<file path="config.mk">
export PLATFORM = sky130hd
export DESIGN_NAME = iso_tree_scorer_flat
export DESIGN_NICKNAME = d
export VERILOG_FILES = /design/src/rtl/iso_tree_scorer_pkg.sv /design/src/rtl/iso_tree_scorer_if.sv /design/src/rtl/iso_tree_scorer_node_mem.sv /design/src/rtl/iso_tree_scorer.sv /design/src/flat_wrapper.sv
export SDC_FILE = /design/constraint.sdc
export NUM_CORES = 1
export LEC_CHECK = 0
export ABC_AREA = 0
export CAP_MARGIN = 20
export CORE_MARGIN = 3
export CORE_UTILIZATION = 60
export DETAILED_ROUTE_END_ITERATION = 16
export PLACE_DENSITY = 0.89
export SLEW_MARGIN = 0
export SYNTH_ARGS = -nofsm -noshare
export SYNTH_HDL_FRONTEND = slang
export SYNTH_HIERARCHICAL = 1
export SYNTH_SLANG_ARGS = --single-unit
</file>
<file path="constraint.sdc">
create_clock -name clk -period 3.7 [get_ports clk]
set_input_delay 0.74 -clock clk [delete_from_list [all_inputs] [get_ports clk]]
set_output_delay 0.74 -clock clk [all_outputs]
set_load 0.005 [all_outputs]
</file>
<file path="src/rtl/iso_tree_scorer_pkg.sv">
// iso_tree_pkg: shared types and sizing helpers for the isolation-tree scorer.
//   state_t  : walk FSM states (S_IDLE, S_WALK, S_DONE)
//   node_cnt : number of tree nodes for a given depth (2**depth-1)
//   ch_w     : channel index width, minimum 1
//   pl_w     : path-length width, wide enough for 0..depth
package iso_tree_pkg;

    typedef enum logic [1:0] {
        S_IDLE,
        S_WALK,
        S_DONE
    } state_t;

    function automatic int node_cnt(input int depth);
        return (1 << depth) - 1;
    endfunction

    function automatic int ch_w(input int n);
        return (n > 1) ? $clog2(n) : 1;
    endfunction

    function automatic int pl_w(input int depth);
        return $clog2(depth + 1);
    endfunction

endpackage

</file>
<file path="src/rtl/iso_tree_scorer_if.sv">
// iso_tree_scorer_if: sample-in / result-out streams of the scorer.
//   in_valid/in_ready/in_data/in_ch           : sample stream into the block
//   out_valid/out_ready/out_ch/out_path_len/out_anomaly : result stream out
//   master : the side that produces samples and consumes results
//   slave  : the scorer itself
interface iso_tree_scorer_if #(
    parameter int DATA_W = 8,
    parameter int CH_W   = 2,
    parameter int PL_W   = 3
);
    logic              in_valid;
    logic              in_ready;
    logic [DATA_W-1:0] in_data;
    logic [CH_W-1:0]   in_ch;
    logic              out_valid;
    logic              out_ready;
    logic [CH_W-1:0]   out_ch;
    logic [PL_W-1:0]   out_path_len;
    logic              out_anomaly;

    modport master (
        output in_valid, in_data, in_ch, out_ready,
        input  in_ready, out_valid, out_ch, out_path_len, out_anomaly
    );

    modport slave (
        input  in_valid, in_data, in_ch, out_ready,
        output in_ready, out_valid, out_ch, out_path_len, out_anomaly
    );
endinterface

</file>
<file path="src/rtl/iso_tree_scorer_node_mem.sv">
// iso_node_mem: register file holding the isolation tree, one entry per node
// in heap order (root = 0). Each entry is a threshold plus a leaf bit.
//   clk, reset : clock, synchronous active-high reset (clears every node)
//   we, waddr, wthr, wleaf : synchronous write; waddr beyond the last node is ignored
//   raddr -> rthr, rleaf   : asynchronous read of the node being walked
module iso_node_mem
    import iso_tree_pkg::*;
#(
    parameter int DATA_W = 8,
    parameter int DEPTH  = 4
) (
    input  logic              clk,
    input  logic              reset,
    input  logic              we,
    input  logic [DEPTH-1:0]  waddr,
    input  logic [DATA_W-1:0] wthr,
    input  logic              wleaf,
    input  logic [DEPTH-1:0]  raddr,
    output logic [DATA_W-1:0] rthr,
    output logic              rleaf
);
    localparam int NODES = node_cnt(DEPTH);

    logic [NODES-1:0][DATA_W-1:0] thr_q;
    logic [NODES-1:0]             leaf_q;

    always_ff @(posedge clk) begin
        if (reset) begin
            thr_q  <= '0;
            leaf_q <= '0;
        end else if (we && (int'(waddr) < NODES)) begin
            thr_q[waddr]  <= wthr;
            leaf_q[waddr] <= wleaf;
        end
    end

    // The walk never forms an index past the last node; the guard keeps the
    // unused top code of raddr well defined.
    assign rthr  = (int'(raddr) < NODES) ? thr_q[raddr]  : '0;
    assign rleaf = (int'(raddr) < NODES) ? leaf_q[raddr] : 1'b0;
endmodule

</file>
<file path="src/rtl/iso_tree_scorer.sv">
// iso_tree_scorer: scores each sensor sample by walking a runtime-loaded
// isolation tree one level per clock. A short path (early isolation) marks
// the sample as an anomaly; anomalies set per-channel sticky flags.
//   clk, reset        : clock, synchronous active-high reset
//   bus (slave)       : sample stream in, result stream out (ch, path_len, anomaly)
//   cfg_we/addr/thr/leaf : node write port, honoured only while idle
//   clear_flags       : clears all sticky flags (a same-cycle set wins)
//   anomaly_flags     : per-channel sticky anomaly flags
//   anomaly_detected  : registered OR of anomaly_flags
// Optional build macro ISO_CONSEC_FILTER_EN: a flag is only set after
// CONSEC_N consecutive anomalous results on that channel.
module iso_tree_scorer
    import iso_tree_pkg::*;
#(
    parameter int DATA_W    = 8,
    parameter int NUM_CH    = 4,
    parameter int DEPTH     = 4,
    parameter int SCORE_THR = 2,
    parameter int CONSEC_N  = 3
) (
    input  logic              clk,
    input  logic              reset,
    iso_tree_scorer_if.slave  bus,
    input  logic              cfg_we,
    input  logic [DEPTH-1:0]  cfg_addr,
    input  logic [DATA_W-1:0] cfg_thr,
    input  logic              cfg_leaf,
    input  logic              clear_flags,
    output logic [NUM_CH-1:0] anomaly_flags,
    output logic              anomaly_detected
);
    localparam int CH_W = ch_w(NUM_CH);
    localparam int PL_W = pl_w(DEPTH);

    state_t            state;
    logic [DATA_W-1:0] data_q;
    logic [CH_W-1:0]   ch_q;
    logic [DEPTH-1:0]  idx;
    logic [PL_W-1:0]   lvl;
    logic              out_valid_q;
    logic [CH_W-1:0]   out_ch_q;
    logic [PL_W-1:0]   out_pl_q;
    logic              out_anom_q;

    logic [DATA_W-1:0] node_thr;
    logic              node_leaf;
    logic              term;
    logic [PL_W-1:0]   pl_next;
    logic              anom_next;
    logic              done_evt;

    iso_node_mem #(.DATA_W(DATA_W), .DEPTH(DEPTH)) u_mem (
        .clk   (clk),
        .reset (reset),
        .we    (cfg_we && (state == S_IDLE)),
        .waddr (cfg_addr),
        .wthr  (cfg_thr),
        .wleaf (cfg_leaf),
        .raddr (idx),
        .rthr  (node_thr),
        .rleaf (node_leaf)
    );

    // Config writes take priority over samples while idle.
    assign bus.in_ready     = (state == S_IDLE) && !cfg_we;
    assign bus.out_valid    = out_valid_q;
    assign bus.out_ch       = out_ch_q;
    assign bus.out_path_len = out_pl_q;
    assign bus.out_anomaly  = out_anom_q;

    assign term      = node_leaf || (lvl == PL_W'(DEPTH - 1));
    assign pl_next   = lvl + PL_W'(1);
    assign anom_next = int'(pl_next) < SCORE_THR;
    assign done_evt  = (state == S_WALK) && term;

    always_ff @(posedge clk) begin
        if (reset) begin
            state       <= S_IDLE;
            data_q      <= '0;
            ch_q        <= '0;
            idx         <= '0;
            lvl         <= '0;
            out_valid_q <= 1'b0;
            out_ch_q    <= '0;
            out_pl_q    <= '0;
            out_anom_q  <= 1'b0;
        end else begin
            case (state)
                S_IDLE: begin
                    if (bus.in_valid && bus.in_ready) begin
                        data_q <= bus.in_data;
                        ch_q   <= bus.in_ch;
                        idx    <= '0;
                        lvl    <= '0;
                        state  <= S_WALK;
                    end
                end
                S_WALK: begin
                    if (term) begin
                        out_valid_q <= 1'b1;
                        out_ch_q    <= ch_q;
                        out_pl_q    <= pl_next;
                        out_anom_q  <= anom_next;
                        state       <= S_DONE;
                    end else begin
                        // Heap order: children of n are 2n+1 (less) and 2n+2.
                        idx <= (idx << 1) + ((data_q < node_thr) ? DEPTH'(1) : DEPTH'(2));
                        lvl <= pl_next;
                    end
                end
                S_DONE: begin
                    if (bus.out_ready) begin
                        out_valid_q <= 1'b0;
                        state       <= S_IDLE;
                    end
                end
                default: state <= S_IDLE;
            endcase
        end
    end

    // Per-channel flag set requests for the result being produced this cycle.
    // Out-of-range channels never match any c, so they touch nothing.
    logic [NUM_CH-1:0] set_vec;

`ifdef ISO_CONSEC_FILTER_EN
    localparam int CNT_W = $clog2(CONSEC_N + 1);
    logic [NUM_CH-1:0][CNT_W-1:0] cnt_q, cnt_nxt;

    always_comb begin
        set_vec = '0;
        cnt_nxt = cnt_q;
        for (int c = 0; c < NUM_CH; c++) begin
            // Clear first, so a same-cycle result counts from zero.
            if (clear_flags) cnt_nxt[c] = '0;
            if (done_evt && (ch_q == CH_W'(c))) begin
                if (anom_next) begin
                    if (cnt_nxt[c] != CNT_W'(CONSEC_N)) cnt_nxt[c] = cnt_nxt[c] + CNT_W'(1);
                    set_vec[c] = (cnt_nxt[c] == CNT_W'(CONSEC_N));
                end else begin
                    cnt_nxt[c] = '0;
                end
            end
        end
    end

    always_ff @(posedge clk) begin
        if (reset) cnt_q <= '0;
        else       cnt_q <= cnt_nxt;
    end
`else
    always_comb begin
        set_vec = '0;
        for (int c = 0; c < NUM_CH; c++)
            set_vec[c] = done_evt && anom_next && (ch_q == CH_W'(c));
    end
`endif

    always_ff @(posedge clk) begin
        if (reset) begin
            anomaly_flags    <= '0;
            anomaly_detected <= 1'b0;
        end else begin
            anomaly_flags    <= set_vec | (clear_flags ? '0 : anomaly_flags);
            anomaly_detected <= |anomaly_flags;
        end
    end
endmodule
</file>
<file path="src/flat_wrapper.sv">
// flat-port wrapper written by rule: the top's interface ports become plain ports
module iso_tree_scorer_flat import iso_tree_pkg::*;
#(
    parameter int DATA_W    = 8,
    parameter int NUM_CH    = 4,
    parameter int DEPTH     = 4,
    parameter int SCORE_THR = 2,
    parameter int CONSEC_N  = 3
)
  (clk, reset, cfg_we, cfg_addr, cfg_thr, cfg_leaf, clear_flags, anomaly_flags, anomaly_detected, bus_in_valid, bus_in_data, bus_in_ch, bus_out_ready, bus_in_ready, bus_out_valid, bus_out_ch, bus_out_path_len, bus_out_anomaly);
  iso_tree_scorer_if #(.DATA_W(DATA_W)) bus_i ();
  input  logic clk;
  input  logic reset;
  input  logic cfg_we;
  input  logic [DEPTH-1:0] cfg_addr;
  input  logic [DATA_W-1:0] cfg_thr;
  input  logic cfg_leaf;
  input  logic clear_flags;
  output logic [NUM_CH-1:0] anomaly_flags;
  output logic anomaly_detected;
  input wire logic [$bits(bus_i.in_valid)-1:0] bus_in_valid;
  input wire logic [$bits(bus_i.in_data)-1:0] bus_in_data;
  input wire logic [$bits(bus_i.in_ch)-1:0] bus_in_ch;
  input wire logic [$bits(bus_i.out_ready)-1:0] bus_out_ready;
  output wire logic [$bits(bus_i.in_ready)-1:0] bus_in_ready;
  output wire logic [$bits(bus_i.out_valid)-1:0] bus_out_valid;
  output wire logic [$bits(bus_i.out_ch)-1:0] bus_out_ch;
  output wire logic [$bits(bus_i.out_path_len)-1:0] bus_out_path_len;
  output wire logic [$bits(bus_i.out_anomaly)-1:0] bus_out_anomaly;
  assign bus_i.in_valid = bus_in_valid;
  assign bus_i.in_data = bus_in_data;
  assign bus_i.in_ch = bus_in_ch;
  assign bus_i.out_ready = bus_out_ready;
  assign bus_in_ready = bus_i.in_ready;
  assign bus_out_valid = bus_i.out_valid;
  assign bus_out_ch = bus_i.out_ch;
  assign bus_out_path_len = bus_i.out_path_len;
  assign bus_out_anomaly = bus_i.out_anomaly;
  iso_tree_scorer #(.DATA_W(DATA_W), .NUM_CH(NUM_CH), .DEPTH(DEPTH), .SCORE_THR(SCORE_THR), .CONSEC_N(CONSEC_N)) u_core (.clk(clk), .reset(reset), .bus(bus_i), .cfg_we(cfg_we), .cfg_addr(cfg_addr), .cfg_thr(cfg_thr), .cfg_leaf(cfg_leaf), .clear_flags(clear_flags), .anomaly_flags(anomaly_flags), .anomaly_detected(anomaly_detected));
endmodule
</file>
==> reports/metrics.cfg <==
[sta]
clock.fmax_mhz=283.3
tightest_slew_ns=0.9146
setup_ws_ns=0.1697
finalClockSkew_ns=0.01470
post-route-period-util_pct=95.41
final.setup.tns_ns=0
max_slew_margin_pct=39.02
drv_slew=0
layout_min_cycle_time_ns=3.530
finalHoldViolCount=0
setup_violations=0
rsz0062_at_grt=false

[finish]
layout.cells.non_filler=973
n_fill_cell=756
insertedDiodeCount=0
seqCellArea_mm2=0.003324
multi_input_area_mm2=0.003805
layout_common_cells=165 x dfxtp_1, 147 x mux2i_1, 129 x nor2_1
drive_above_1_share_pct=11.55
fin_nets=833
syn_to_final_growth_pct=15.17
final_common_cell=dfxtp_1

[critical_path]
path_max_fanout=25
cp.required_ns=4.03
max_stage_delay_ns=0.51
cp_top_family=compound AO/OA/AOI/OAI gates
critPathSlowestCell=o311ai_0
start_kind=flip-flop
worstPathCellList=buf_12 -> mux2i_1 -> a221oi_2 -> o21ai_1 -> a21oi_1 -> inv_1 -> ha_1 -> nand4_1 -> o311ai_0 -> ha_1 -> ha_1 -> xor2_1 -> nand2_1 -> a21oi_1
crit_path_end_kind=flip-flop
cp.arrival_ns=3.86
path_common_cell=ha_1
crit_type=reg -> reg
cp_num_buf_inv=2

[clock_network]
ctsResizeCount=0
cts_buffer_depth=2
cts.sinks=166
clock_latency_ns=0.42
cts_tree=done
cts_htree_levels=4
clk_pin_slew_ns=0.06
numCtsBuffers=17
ctsHoldBuffers=0
post-cts-setup-buffer-count=0
cts_root_buf=clkbuf_16

[synthesis]
synth-seq-cells=166
synth_nets=815
synth_area_leaders=dfxtp_1 44%, mux2i_1 20%, nor2_1 6.5%, mux4_2 5.4%, a21oi_1 3.3%
synth_compound_area_share_pct=8.388
yosys_warnings=6
synth_xor_area_share_pct=0.1172
synth_cells=775
synthSimpleGateAreaFrac_pct=15.18
yosysUniqueCellTypes=46
synth_top_family_by_area=multiplexers
syn_area_mm2=0.007473
ys_seq_area_share_pct=44.47
muxShareOfSynthArea_pct=25.11
yosysTopAreaCellShare_pct=44.47
synth_fa_ha_area_share_pct=1.842
avgSynthCellArea_um2=9.643
yosys.area.top_type=dfxtp_1

[global_routing]
grtUsageTotal_pct=29.07
gr-total-overflow=0
antenna_found_initial=0
grt_pass1_vias=6207
grt_max_degree=94
grt_pass1_wl_um=32200

[detailed_routing]
wl_met3_um=1698
dr_wl_met2_um=9658
dr.pass1.iters=5
topRoutingLayerUsed=met4
via_count=6090
viasPerCell=6.259
drc=0
wirelength_um=20000
ant_nets=0
wl_per_cell_um=20.55
drtIter0Drc=729
drt-met1-wl_um=7753

[place]
dp_hpwl_um=12590
dp_slack_ns=0.4755
gp_congestion=0.9171
place_inst=942
port_buffers=41

[floorplan]
dieHeight_um=117.6
num_rows=40
design.die.area_mm2=0.01383
ios=42
die_w_um=117.6
core_mm2=0.01211
start_util_pct=61.70

[status]
status=completed

[pwr]
power_per_cell_area_mw_per_mm2=466.4
total_leakage_power_nw=3.225
p_total_mw=4.015
ir_worst_vdd_mv=0.3512

[flow_run]
max_cap_viol_count=0

[min_path]
hp-class=reg -> reg

==> cell families (layout without fill, tap and decap cells) <==
| group | count (synthesis) | in the layout |
|---|---|---|
| fa+ha+maj | 11 | 11 |
| simple gates | 256 | 256 |
| buf+inv | 81 | 111 |
| mux | 165 | 165 |
| flops | 166 | 166 |
| compound gates | 95 | 95 |
| xor+xnor | 1 | 1 |
==> final timing paths <==
kind | from | endpoint | slack [ns] | cells past startpoint
setup / recovery | u_core/idx[0]$_SDFFE_PP0P_ | u_core/idx[3]$_SDFFE_PP0P_ | 0.17 | 14
hold / removal | u_core/u_mem/thr_q[6]$_SDFFE_PP0P_ | u_core/u_mem/thr_q[6]$_SDFFE_PP0P_ | 0.46 | 2
setup reg to reg | u_core/idx[0]$_SDFFE_PP0P_ | u_core/idx[3]$_SDFFE_PP0P_ | 0.17 | 14
hold reg to reg | u_core/u_mem/thr_q[6]$_SDFFE_PP0P_ | u_core/u_mem/thr_q[6]$_SDFFE_PP0P_ | 0.46 | 2
==> cell usage after synthesis (all sizes together) <==
cell type	n
mux4	18
a211oi	2
and2	2
a21o	1
nor2	132
buf	31
nand4b	1
a221oi	9
mux2i	147
xor2	1
nand4	2
inv	19
dfxtp	166
o311ai	1
o31ai	1
a31oi	2
nand3	18
a21oi	50
o221ai	9
nor2b	3
or3b	3
a32oi	1
a211o	1
nor4b	1
nand2b	6
or4b	1
or2	3
nor3	18
nor3b	2
nand3b	4
nand2	59
nor4	1
clkbuf	31
o21ai	18
ha	11
==> metal layers <==
| layer | vias to the layer above | global-route usage (%) |
|---|---|---|
| met2 | 353 | 47.86 |
| met3 | 82 | 8.794 |
| met5 | - | 0 |
| li1 | 2725 | - |
| met4 | 0 | 14.80 |
| met1 | 2930 | 34.42 |
==> area by class of cell <==
cell class / instances / share of cell area (%)
clock inverter: 11 / 1.701
tap: 168 / 2.442
sequential: 166 / 38.62
inverter: 19 / 0.8286
multi-input combinational: 528 / 44.21
clock buffer: 20 / 5.422
timing repair buffer: 61 / 6.774
==> power breakdown <==
group | total (mW) | internal (mW) | switching [mW]
Sequential | 1.84 | 1.82 | 0.0239
Clock | 1.82 | 1.11 | 0.704
Combinational | 0.358 | 0.142 | 0.217
==> worst reg2reg max path, cell delays in order, from the launching register on <==
cell,delay (ns)
dfxtp_2,0.43
buf_12,0.23
mux2i_1,0.16
a221oi_2,0.41
o21ai_1,0.14
a21oi_1,0.21
inv_1,0.07
ha_1,0.30
nand4_1,0.10
o311ai_0,0.51
ha_1,0.25
ha_1,0.20
xor2_1,0.20
nand2_1,0.07
a21oi_1,0.17
==> registers in the layout, summed over array words and instances (netlist names), 2 cells and up <==
name / cells
u_core/u_mem/thr_q: 120
u_core/anomaly_flags: 4
u_core/bus.out_path_len: 3
u_core/u_mem/leaf_q: 15
u_core/data_q: 8
u_core/ch_q: 2
u_core/idx: 4
u_core/state: 2
u_core/lvl: 3
u_core/bus.out_ch: 2
==> per-stage QoR <==
| stage | area (um2) | utilization (%) | hold WS (ns) |
|---|---|---|---|
| after floorplan | 7473 | - | 0.4312 |
| after global placement | 7994 | 66.00 | 0.4402 |
| after detailed placement | 7994 | 66.00 | 0.4487 |
| after CTS | 8607 | 71.06 | 0.4573 |
| after global routing | 8607 | 71.06 | 0.4867 |
| final | 8607 | 71.06 | 0.4599 |
Note: power is estimated with default switching activity, not from simulation.
